==> config.mk <==
export PLATFORM = sky130hd
export DESIGN_NAME = ex2_onehot_hold_dec
export DESIGN_NICKNAME = d
export VERILOG_FILES = /design/src/rtl/ex2_onehot_hold_dec.sv
export SDC_FILE = /design/constraint.sdc
export NUM_CORES = 1
export LEC_CHECK = 0
export BUFFER_PORTS_ARGS = -buffer_cell sky130_fd_sc_hd__buf_2
export CORE_MARGIN = 10
export CORE_UTILIZATION = 58
export CTS_CLUSTER_SIZE = 12
export DETAILED_ROUTE_END_ITERATION = 7
export MAX_ROUTING_LAYER = met4
export PLACE_DENSITY = 0.82
export SYNTH_ARGS = -nofsm -noshare
export SYNTH_HDL_FRONTEND = slang
export SYNTH_SLANG_ARGS = --single-unit
==> constraint.sdc <==
create_clock -name clk -period 2.65 [get_ports clk]
set_input_delay 0.53 -clock clk [delete_from_list [all_inputs] [get_ports clk]]
set_output_delay 0.53 -clock clk [all_outputs]
set_load 0.02 [all_outputs]
==> src/rtl/ex2_onehot_hold_dec.sv <==
// -----------------------------------------------------------------------------
// ex2_onehot_hold_dec
//   Decoder side of the 8-to-3 priority encoder path. Each accepted real event
//   (in_sig=1) lights the LED selected by in_code for HOLD_CYCLES clocks. This
//   pulse stretch makes short encoder events visible on the board. The block
//   also keeps the most recent decoded index and a saturating hit counter for
//   the 7-segment display.
//
// Ports
//   clk        in   system clock, all state on rising edge
//   rst        in   asynchronous reset, active-high
//   en         in   block enable; low deasserts in_ready and clears the LEDs
//   in_valid   in   in_code/in_sig qualify this cycle
//   in_ready   out  block can accept (equals en)
//   in_code    in   encoded index to light
//   in_sig     in   1 = real event, 0 = "no input" (accepted, ignored)
//   onehot     out  stretched one-hot LED outputs (several may be lit)
//   active     out  OR of onehot
//   last_code  out  index of the most recent accepted in_sig=1 transfer
//   hit_cnt    out  saturating count of accepted in_sig=1 transfers
// -----------------------------------------------------------------------------
module ex2_onehot_hold_dec #(
  parameter int CODE_W      = 3,
  parameter int HOLD_CYCLES = 4,
  parameter int CNT_W       = 8
) (
  input  logic                   clk,
  input  logic                   rst,
  input  logic                   en,
  input  logic                   in_valid,
  output logic                   in_ready,
  input  logic [CODE_W-1:0]      in_code,
  input  logic                   in_sig,
  output logic [(1<<CODE_W)-1:0] onehot,
  output logic                   active,
  output logic [CODE_W-1:0]      last_code,
  output logic [CNT_W-1:0]       hit_cnt
);

  localparam int N  = 1 << CODE_W;
  localparam int HW = $clog2(HOLD_CYCLES + 1);

  localparam logic [HW-1:0]    HOLD_LOAD = HW'(HOLD_CYCLES);
  localparam logic [HW-1:0]    CNT_ZERO  = {HW{1'b0}};
  localparam logic [HW-1:0]    CNT_ONE   = HW'(1);
  localparam logic [CNT_W-1:0] HIT_MAX   = {CNT_W{1'b1}};

  logic [HW-1:0] cnt [N];
  logic          accept;
  logic          hit;

  // Handshake: the only backpressure is the enable switch.
  always_comb begin
    in_ready = en;
    accept   = in_valid & en;
    hit      = in_valid & en & in_sig;
  end

  // Per-LED hold counters: enable-clear, then reload on hit, then count down.
  always_ff @(posedge clk or posedge rst) begin
    if (rst) begin
      for (int i = 0; i < N; i++) begin
        cnt[i] <= CNT_ZERO;
      end
    end else begin
      for (int i = 0; i < N; i++) begin
        if (!en) begin
          cnt[i] <= CNT_ZERO;
        end else if (hit && (in_code == CODE_W'(i))) begin
          // Reload also covers a retrigger on a lit bit, so no low gap appears.
          cnt[i] <= HOLD_LOAD;
        end else if (cnt[i] != CNT_ZERO) begin
          cnt[i] <= cnt[i] - CNT_ONE;
        end else begin
          cnt[i] <= CNT_ZERO;
        end
      end
    end
  end

  // LED decode from counter state only; no path from the inputs.
  always_comb begin
    onehot = {N{1'b0}};
    for (int i = 0; i < N; i++) begin
      onehot[i] = (cnt[i] != CNT_ZERO);
    end
    active = |onehot;
  end

  // Display state: last real index and a hit counter that sticks at its maximum.
  always_ff @(posedge clk or posedge rst) begin
    if (rst) begin
      last_code <= {CODE_W{1'b0}};
      hit_cnt   <= {CNT_W{1'b0}};
    end else if (hit) begin
      last_code <= in_code;
      if (hit_cnt != HIT_MAX) begin
        hit_cnt <= hit_cnt + CNT_W'(1);
      end else begin
        hit_cnt <= hit_cnt;
      end
    end else begin
      last_code <= last_code;
      hit_cnt   <= hit_cnt;
    end
  end

  // accept is kept as a named term for readability of the handshake; in_sig=0
  // transfers are consumed with no state change, so only hit drives state.
  logic unused_ok;
  always_comb begin
    unused_ok = accept;
  end

endmodule
* Yosys cells after proc, flatten, opt, wreduce, memory -nomap -nowiden *
Cells that the tools add are included.

storage, ports and cells
  bits in latches = 0
  ROM bits = 0
  bits in writable memories = 0
  logic and storage cells = 72
  register bits after elaboration = 35
  memories = 0
  input port bits = 8

operators by class
  equal/unequal tests = 8
  reduce and logical (&&, ||, !) cells = 19
  divide/modulo/power cells = 0
  bitwise gates (word level) = 2
  $mul = 0
  add/subtract/negate cells = 9
  shift-type cells = 0
  $lt $le $gt $ge = 0
  multiplexer cells = 24

operator list
  cell                                                                number
  3-bit 2-to-1 mux                                                    24
  3-bit nonzero test                                                  8
  3-bit by 1-bit subtractor with 3-bit output, second input constant  8
  3-bit == test, second input constant                                4
  8-bit by 1-bit adder with 8-bit output, second input constant       1
  1-bit logical AND                                                   8
  8-bit inequality test, second input constant                        1
  8-bit OR reduction                                                  1
  3-bit by 2-bit == test with 1-bit output, second input constant     2
  3-bit by 1-bit == test with 1-bit output, second input constant     1
  3-bit zero test                                                     1
  1-bit bitwise AND                                                   2
  2-bit AND reduction                                                 1

* Longest topological paths before layout *
Gate-level depths: netlist of run 1.

  word-level depth = 5
  mapped depth = 5
  gate-level depth less buffers = 5

* Least setup slack after synthesis of run 1 *
Ideal clock, no wire load.

  path kind = reg-to-output
  start = register cnt[12] in the netlist's numbering
  end = output active
  required time = 2120 ps
  buffers on the path = 0
  cell stages (with the launch flop) = 4
  slack = 792 ps
  arrival time = 1328 ps
  cell sequence = dfrtp_1 -> or3_1 -> nor4_1 -> nand2_1

on the way
  word-level cells in the longest chain between the ends = 2

ends and longest elaborated chain
  element                            RTL line  text
  from (decl)                        48        logic [HW-1:0] cnt [N];
  from (signal, indexed assignment)  73        cnt[i] <= cnt[i] - CNT_ONE;
  3-bit nonzero test                 85        onehot[i] = (cnt[i] != CNT_ZERO);
  net onehot[3]                      34        output logic [(1<<CODE_W)-1:0] onehot,
  8-bit OR reduction                 87        active = |onehot;
  to (decl)                          35        output logic active,

The timed path passes the listed nets, and every way through them passes these cells.

* Worst setup path after layout of run 1 *
  start = register cnt[2] in the netlist's numbering
  end = output active

on the way
  word-level cells in the longest chain between the ends = 2

ends and longest elaborated chain
  element             RTL line
  3-bit nonzero test  85
  8-bit OR reduction  87

Every way passes these cells.

==> results by group, run 1 <==
Final layout
  – Total Nets Final: 211
  – Inserted Diodes: 0
  – Area grow syn2layout: 14.64%
  – Post-route cell area: 1852 um2
  – Area of the multi-input gates: 716.9 um2
  – Fraction of layout cells with a size suffix above 1: 20.20%
  – Finished Core Util: 68.33%
  – Finished Layout Cells: 234
  – Register Area: 875.8 um2
  – Filler instances: 213

Critical path
  – CP Capture Point: active
  – Crit path max fanout: 3
  – R2r startpoint: hit_cnt[0]
  – Worst path required time: 2120 ps
  – Worst R2R Setup Slack: 1010 ps
  – Worst Reg2Reg Path Length in Cells: 4
  – Slowest cell on the critical path: dfrtp_1
  – CP Class: flip-flop to output pin
  – RR Endpoint: hit_cnt[1]
  – Worst setup path start: cnt[2]
  – Crit path largest cell delay: 410 ps
  – CP arrival: 1810 ps
  – CP cell instances: or3_1 > nor4_1 > nand2_1 > buf_2
  – CP Capture Type: output pin
  – Startpoint Class: flip-flop

Place
  – Place WS: 673.2 ps
  – Placed Cells incl. Taps: 226
  – Final GP Congestion: 0.9674
  – Post-DP HPWL: 2601 um
  – Placement Cell Area: 1783 um2
  – IO Port Bufs: 28

STA
  – Setup Viol. Count Final: 0
  – Skew final: 3.081 ps
  – Worst relative slew slack: 71.27%
  – Final worst slack: 314.5 ps
  – Period minus WS final: 2335 ps
  – Max-slew violations: 0
  – RSZ-0062 raised after global routing: false
  – Hold slack: 265.4 ps
  – Setup_tns: 0 ps
  – Worst-margin pin slew: 431.0 ps
  – Tcrit/Tclk final: 88.13%
  – Final Hold Viols: 0
  – FMAX: 428.2 MHz

Drt
  – Total number of vias: 1341
  – First DRT Iteration DRCs: 50
  – Drt drc: 0
  – Number of detailed-route iterations in the first pass: 4
  – ANT nets after route: 0
  – Routed length per instance: 14.66 um
  – Via/cell ratio: 5.731
  – Detailed Route WL: 3430 um

Run status
  – Status: complete, no violations

GRT
  – First-pass GRT wire length: 6120 um
  – Initial antenna violation count: 0
  – GRT Overall Usage: 14.86%
  – Number of global-route vias before repair: 1386
  – Largest net degree at the start of global routing: 36
  – Grt ovf: 0

Floorplan
  – Die area: 5296 um2
  – Core Area: 2710 um2
  – Die Span X: 72.78 um
  – Row count: 19
  – Top Ports: 29
  – Height of the die: 72.78 um
  – Starting Density: 59.60%

CTS
  – CTS sink cnt: 35
  – Clk_lat worst skew: 340 ps
  – Post-CTS Setup Inserts: 0
  – CTS buffer count: 5
  – Post_cts resized: 0
  – H-tree levels: 2
  – CTS tree: built
  – CTS Hold Bufs: 0
  – Max Root-Sink Buffers: 2
  – Clk root buf: clkbuf_4
  – Clk slew on worst S/H paths: 100 ps

Power
  – P per Cell Area: 654.4 nW/um2
  – Leakage: 0.9095 nW
  – Tot Pwr: 1.212 mW
  – VDD IR max: 0.0007906 V

Worst hold path
  – HP Class: input pin to async pin

Synth
  – Syn Nets: 178
  – Cells after Synth: 169
  – #FFs+latches synth: 35
  – Syn Area/Cell: 9.558 um2
  – Register area share after synthesis: 54.22%
  – Unique masters post-synth: 26
  – Yosys Warn Count: 0
  – Synthesized area: 1615 um2

Flow run
  – Max cap viols: 0
## registers in the layout, indices dropped and copies added (netlist names)
register and cells:
hit_cnt 8, last_code 3, cnt 24
## cell usage in the layout (no fill, tap or decap), types with 2 or more instances in the layout
| master | netlist | layout |
|---|---|---|
| buf_2 | 0 | 28 |
| or3_1 | 8 | 8 |
| nor2_1 | 11 | 11 |
| clkbuf_4 | 0 | 5 |
| o21ai_0 | 26 | 26 |
| nand2b_1 | 3 | 3 |
| nand3_1 | 4 | 4 |
| nand2_1 | 32 | 32 |
| and3_1 | 3 | 3 |
| nor3b_1 | 8 | 8 |
| clkbuf_8 | 0 | 2 |
| and2_1 | 8 | 8 |
| xnor2_1 | 3 | 3 |
| a21oi_1 | 11 | 11 |
| mux2_2 | 2 | 2 |
| nor4_1 | 2 | 2 |
| dfrtp_1 | 35 | 35 |
## cell families (layout without fill, tap and decap cells)
| family | count (synthesis) | after routing | synth area share [%] |
|---|---|---|---|
| multiplexers | 3 | 3 | 2.091 |
| adder cells (fa/ha/maj) | 1 | 1 | 0.7745 |
| buffers and inverters | 4 | 38 | 1.394 |
| flip-flops | 35 | 35 | 54.22 |
| AND/OR/NAND/NOR | 85 | 85 | 27.96 |
| XOR/XNOR | 3 | 3 | 1.627 |
| AO/OA/AOI/OAI | 38 | 38 | 11.93 |
## Yosys cell counts
cell,n,share of area (%)
dfrtp_1,35,54
nand2_1,32,7.4
o21ai_0,26,8.1
a21oi_1,11,3.4
nor2_1,11,2.6
and2_1,8,3.1
nor3b_1,8,3.7
or3_1,8,3.1
nand3_1,4,1.2
and3_1,3,1.2
nand2b_1,3,1.2
xnor2_1,3,1.6
buf_4,2,0.93
mux2_2,2,1.4
nor4_1,2,0.77
and4_1,1,0.54
clkbuf_1,1,0.23
ha_1,1,0.77
inv_1,1,0.23
mux2_1,1,0.70
nand3b_1,1,0.46
nand4_4,1,1.3
nor2b_1,1,0.39
nor3_2,1,0.62
o21bai_1,1,0.46
or2_2,1,0.39
## area by class of cell
class / count / area share, %
repair buffers: 29 / 7.973
clock buffers: 8 / 3.716
multi-input cells: 130 / 38.72
well taps: 31 / 2.095
flip-flops and latches: 35 / 47.30
inverters: 1 / 0.2027
## critical path: cells and delay by family (launching register included)
family | cells | cell delay [ps]
buffers and inverters | 1 | 170
flip-flops | 1 | 410
AND/OR/NAND/NOR | 3 | 890
## worst min path at each step
stage | from | to | slack [ps] | cells after the start
2_1_floorplan | cnt[3] | cnt[3] | 460 | 1
5_1_grt | rst | hit_cnt[0] | 290 | 3
3_3_place_gp | last_code[1] | last_code[1] | 460 | 2
4_1_cts | rst | cnt[5] | 260 | 3
6_report | rst | cnt[10] | 270 | 3
3_5_place_dp | last_code[0] | last_code[0] | 460 | 2
## power breakdown
| part | leakage (nW) | switching [mW] | internal, mW |
|---|---|---|---|
| Sequential | 0.476 | 0.0654 | 0.580 |
| Clock | 0.0386 | 0.171 | 0.156 |
| Combinational | 0.395 | 0.152 | 0.0873 |
## routing by layer
layer,GRT usage (%),routed length (um),part of all wire (%)
met2,23.60,1701,50
met4,5.696,49,1.4
met5,-,0,0
met1,16.57,1492,43
met3,5.578,186,5.4
(Power assumes the default switching activity.)
==> run 2, diff against run 1 <==
--- a/config.mk
+++ b/config.mk
@@ -6,12 +6,14 @@
 export NUM_CORES = 1
 export LEC_CHECK = 0
 export BUFFER_PORTS_ARGS = -buffer_cell sky130_fd_sc_hd__buf_2
+export CAP_MARGIN = 20
 export CORE_MARGIN = 10
-export CORE_UTILIZATION = 58
+export CORE_UTILIZATION = 54
 export CTS_CLUSTER_SIZE = 12
 export DETAILED_ROUTE_END_ITERATION = 7
 export MAX_ROUTING_LAYER = met4
-export PLACE_DENSITY = 0.82
+export PLACE_DENSITY = 0.78
+export SKIP_CTS_REPAIR_TIMING = 1
 export SYNTH_ARGS = -nofsm -noshare
 export SYNTH_HDL_FRONTEND = slang
 export SYNTH_SLANG_ARGS = --single-unit
==> constraint.sdc (replaced) <==
create_clock -name clk -period 2.33 [get_ports clk]
set_input_delay 0.466 -clock clk [delete_from_list [all_inputs] [get_ports clk]]
set_output_delay 0.466 -clock clk [all_outputs]
set_load 0.02 [all_outputs]
==> run 2 against run 1 <==
  * Critical path depth unchanged
  * Global-route usage about the same
  * Total power increased by 8.8%
  * Utilization decreased by 2.7 points
  * Hold slack got worse by 57 ps
  * Non-clock buffer count increased by 1
  * Combinational power increased by 13%
  * Highest routed layer unchanged
  * Via count about the same
  * Largest cell class unchanged
  * Sequential power increased by 14%
  * Clock power decreased by 5%
==> results by group, run 2 (same netlist as run 1, synthesis figures left out) <==
Critical path
  – CP cell instances: or3_1 > nor4_1 > nand2_1 > buf_2
  – Worst Reg2Reg Path Length in Cells: 4
  – CP delay by family, top: simple AND/OR/NAND/NOR gates
  – Crit path largest cell delay: 410 ps
  – Worst R2R Setup Slack: 680 ps
  – RR Endpoint: hit_cnt[1]
  – CP Class: flip-flop to output pin
  – Crit path max fanout: 3
  – Startpoint Class: flip-flop
  – R2r startpoint: hit_cnt[0]
  – CP Buf/Inv Count: 1
  – CP arrival: 1730 ps
  – Slowest cell on the critical path: dfrtp_1
  – Worst path required time: 1860 ps
  – CP Capture Type: output pin

Final layout
  – Most flops, register: cnt
  – Most common cell after layout, fill and taps aside: dfrtp_1
  – Area of the multi-input gates: 716.9 um2
  – Most frequent cells in the layout: dfrtp_1 (35), nand2_1 (32), buf_2 (28)
  – Largest registers: cnt: 24 flops, hit_cnt: 8 flops, last_code: 3 flops
  – Finished Layout Cells: 235
  – Max FFs per register: 24
  – Fraction of layout cells with a size suffix above 1: 20.10%
  – Register Area: 875.8 um2
  – Inserted Diodes: 0
  – Filler instances: 240
  – Finished Core Util: 65.61%
  – Total Nets Final: 212
  – Area grow syn2layout: 13.94%

GRT
  – Grt ovf: 0
  – First-pass GRT wire length: 6272 um
  – Grt peak-use layer: met2
  – Met3 GRT Util: 5.125%
  – Initial antenna violation count: 0
  – GRT Overall Usage: 14.89%
  – M1 GR Usage: 15.22%
  – Number of global-route vias before repair: 1363
  – Met2 GRT Util: 25.46%
  – Largest net degree at the start of global routing: 36

Place
  – Final GP Congestion: 0.8249
  – Place WS: 522.5 ps
  – IO Port Bufs: 28
  – Post-DP HPWL: 2674 um
  – Placed Cells incl. Taps: 227

Power
  – Leakage: 0.9055 nW
  – P per Cell Area: 716.3 nW/um2
  – Tot Pwr: 1.318 mW
  – VDD IR max: 0.0004628 V

CTS
  – CTS buffer count: 5
  – Max Root-Sink Buffers: 2
  – H-tree levels: 2
  – Clk root buf: clkbuf_4
  – Clk slew on worst S/H paths: 100 ps
  – CTS sink cnt: 35
  – Clk_lat worst skew: 340 ps
  – CTS tree: built

Drt
  – Via/cell ratio: 5.711
  – Detailed Route WL: 3612 um
  – Number of detailed-route iterations in the first pass: 4
  – Routed length per instance: 15.37 um
  – First DRT Iteration DRCs: 96
  – Total number of vias: 1342
  – ANT nets after route: 0
  – Drt drc: 0

Floorplan
  – Core Area: 2805 um2
  – Height of the die: 74.69 um
  – Row count: 19
  – Die area: 5579 um2
  – Die Span X: 74.69 um
  – Top Ports: 29
  – Starting Density: 57.58%

STA
  – Worst relative slew slack: 70.60%
  – Setup Viol. Count Final: 0
  – RSZ-0062 raised after global routing: false
  – Tcrit/Tclk final: 94.08%
  – Final worst slack: 137.8 ps
  – Period minus WS final: 2192 ps
  – Setup_tns: 0 ps
  – Final Hold Viols: 0
  – Skew final: 6.491 ps
  – Worst-margin pin slew: 440.9 ps
  – Max-slew violations: 0
  – FMAX: 456.2 MHz

Flow run
  – Max cap viols: 0

Run status
  – Status: complete, no violations

Worst hold path
  – HP Class: input pin to async pin
## run 2: through the flow
stage	hold WS, ps	cell area (um2)
after detailed placement	462.2	1790
final	208.7	1841
after floorplan	461.9	1615
after CTS	204.4	1841
after global routing	227.7	1841
after global placement	454.8	1790
## run 2: worst max-delay path by stage
stage               startpoint      to  slack (ps)  cells after the start
floorplan              cnt[12]  active         540                      3
global placement       cnt[11]  active         540                      4
detailed placement     cnt[12]  active         520                      4
CTS                    cnt[11]  active         130                      4
global route           cnt[11]  active          30                      4
finish                 cnt[14]  active         140                      4
## run 2: power breakdown
group / switching, mW / internal [mW]
combinational: 0.171 / 0.100
clock: 0.194 / 0.118
sequential: 0.0771 / 0.659
## run 2: layer usage
layer / part of all wire [%] / wire length, um
met3: 5.4 / 195
met5: 0 / 0
met1: 43 / 1545
met4: 1.6 / 59
met2: 50 / 1811
## run 2: area by class of cell
| type | count | area share, % |
|---|---|---|
| tap | 31 | 2.107 |
| inverter | 1 | 0.2039 |
| clock buffer | 7 | 2.447 |
| sequential | 35 | 47.59 |
| clock inverter | 1 | 0.2719 |
| multi-input combinational | 130 | 38.95 |
| timing repair buffer | 30 | 8.430 |
## run 2: worst register-to-register path, delay by kind of cell (launching register included)
| kind | cells | cell delay (ps) |
|---|---|---|
| simple gates | 1 | 100 |
| fa+ha+maj | 1 | 270 |
| compound gates | 1 | 340 |
| flops | 1 | 460 |
| mux | 1 | 370 |
==> run 3, diff against run 2 <==
--- a/config.mk
+++ b/config.mk
@@ -7,12 +7,14 @@
 export LEC_CHECK = 0
 export BUFFER_PORTS_ARGS = -buffer_cell sky130_fd_sc_hd__buf_2
 export CAP_MARGIN = 20
+export CELL_PAD_IN_SITES_DETAIL_PLACEMENT = 1
+export CELL_PAD_IN_SITES_GLOBAL_PLACEMENT = 2
 export CORE_MARGIN = 10
-export CORE_UTILIZATION = 54
+export CORE_UTILIZATION = 33
 export CTS_CLUSTER_SIZE = 12
 export DETAILED_ROUTE_END_ITERATION = 7
 export MAX_ROUTING_LAYER = met4
-export PLACE_DENSITY = 0.78
+export PLACE_DENSITY_LB_ADDON = 0.1
 export SKIP_CTS_REPAIR_TIMING = 1
 export SYNTH_ARGS = -nofsm -noshare
 export SYNTH_HDL_FRONTEND = slang
==> run 3 against run 2 <==
  * Fmax rose by 1.2%
  * Highest routed layer unchanged
  * Critical path depth did not move
  * Clock-buffer cell count did not move
  * Largest power group unchanged
  * Total power rose by 9.5%
  * Non-clock buffer count rose by 1
==> results by group, run 3 (same netlist as run 1, synthesis figures left out) <==
Floorplan
  – Die Span X: 89.97 um
  – Height of the die: 89.97 um
  – Top Ports: 29
  – Row count: 25
  – Die area: 8094 um2
  – Core Area: 4723 um2
  – Starting Density: 34.20%

Place
  – Placement Cell Area: 1843 um2
  – Final GP Congestion: 0.7474
  – Post-DP HPWL: 3319 um
  – IO Port Bufs: 28

Power
  – VDD IR max: 0.0003772 V
  – Psw: 0.4718 mW
  – P per Cell Area: 750.3 nW/um2
  – Reg power frac: 50.8%
  – Leakage: 0.9232 nW
  – Comb power frac: 19.6%
  – Pint: 0.9719 mW
  – Switch share: 32.68%
  – Clock network power share: 29.6%

Drt
  – Number of detailed-route iterations in the first pass: 4
  – ANT nets after route: 0
  – Routed length per instance: 15.86 um
  – First DRT Iteration DRCs: 41
  – Detailed Route WL: 4314 um
  – Total number of vias: 1347
  – Drt drc: 0
  – Via/cell ratio: 4.952

STA
  – FMAX: 461.8 MHz
  – Worst relative slew slack: 69.32%
  – Skew final: 6.047 ps
  – Worst-margin pin slew: 460.2 ps
  – Setup Viol. Count Final: 0
  – Max-slew violations: 0
  – Setup_tns: 0 ps
  – Final Hold Viols: 0
  – Period minus WS final: 2166 ps
  – RSZ-0062 raised after global routing: false
  – Tcrit/Tclk final: 92.94%

CTS
  – CTS tree: built
  – CTS buffer count: 5
  – Clk root buf: clkbuf_8
  – CTS sink cnt: 35
  – Clk_lat worst skew: 290 ps
  – H-tree levels: 2
  – Max Root-Sink Buffers: 2
  – Clk slew on worst S/H paths: 70 ps

GRT
  – GRT Overall Usage: 11.39%
  – Grt ovf: 0
  – Initial antenna violation count: 0
  – Largest net degree at the start of global routing: 36
  – First-pass GRT wire length: 7272 um
  – Number of global-route vias before repair: 1442

Critical path
  – CP arrival: 1700 ps
  – CP Capture Type: output pin
  – Worst setup path start: cnt[12]
  – R2r startpoint: hit_cnt[0]
  – RR Endpoint: hit_cnt[1]
  – Worst path required time: 1860 ps
  – Startpoint Class: flip-flop
  – Worst R2R Setup Slack: 690 ps
  – CP Class: flip-flop to output pin
  – Worst Reg2Reg Path Length in Cells: 4
  – Crit path max fanout: 5

Final layout
  – Post-route cell area: 1924 um2
  – Largest registers: cnt: 24 flops, hit_cnt: 8 flops, last_code: 3 flops
  – Filler instances: 562
  – Area grow syn2layout: 19.13%
  – Total Nets Final: 213
  – Fraction of layout cells with a size suffix above 1: 20.49%
  – Most flops, register: cnt
  – Most frequent cells in the layout: dfrtp_1 (35), nand2_1 (32), buf_2 (28)
  – Inserted Diodes: 0
  – Most common cell after layout, fill and taps aside: dfrtp_1
  – Max FFs per register: 24

Worst hold path
  – HP Class: input pin to async pin

Run status
  – Status: complete, no violations

Flow run
  – Max cap viols: 0
[run 3: cell count changes in the layout (fill, tap and decap cells not counted)]
cell / delta
clkbuf_4: -5
clkbuf_8: +5
buf_4: +1
[run 3: per-layer routing]
metal	vias up	share of wire, %	GRT usage, %
met5	-	0	-
met3	6	4.6	4.156
met2	24	49	18.46
li1	658	-	-
met1	659	45	12.97
met4	0	1.3	3.183
[run 3: cell type report]
class                      instances  area, um2  share of cell area, %
clock inverter                     1      5.005                 0.2601
multi-input combinational        130      716.9                  37.26
sequential                        35      875.8                  45.51
inverter                           1      3.754                 0.1951
timing repair buffer              31      162.7                  8.453
clock buffer                       7      76.32                  3.966
tap                               67      83.83                  4.356
[run 3: power by group through the flow]
stage | logic (mW) | registers, mW | clock network [mW]
2_1_floorplan | 0.117 | 0.798 | 0
3_3_place_gp | 0.281 | 0.743 | 0
3_5_place_dp | 0.290 | 0.747 | 0
4_1_cts | 0.291 | 0.736 | 0.443
5_1_grt | 0.315 | 0.745 | 0.469
6_report | 0.283 | 0.734 | 0.427
[run 3: through the flow]
| step | worst slack, ps | util [%] | hold slack [ps] | instances | total power [mW] |
|---|---|---|---|---|---|
| floorplan | 536.4 | - | 461.9 | 169 | 0.9147 |
| global placement | 476.5 | 39.02 | 460.3 | 264 | 1.024 |
| detailed placement | 460.3 | 39.02 | 474.5 | 264 | 1.037 |
| CTS | 137.8 | 40.74 | 293.9 | 272 | 1.469 |
| global route | 64.49 | 40.74 | 312.1 | 272 | 1.529 |
| finish | 164.4 | 40.74 | 273.4 | 272 | 1.444 |
[run 3: critical path, stage by stage (launching register included)]
cell and delay [ps]:
dfrtp_1 420, or3_1 390, nor4_1 350, nand2_1 90, buf_2 160
[run 3: worst max-delay path by stage]
stage          endpoint  slack (ps)  cells after the start
2_1_floorplan    active         540                      3
3_3_place_gp     active         480                      4
3_5_place_dp     active         460                      4
4_1_cts          active         140                      4
5_1_grt          active          60                      4
6_report         active         160                      4
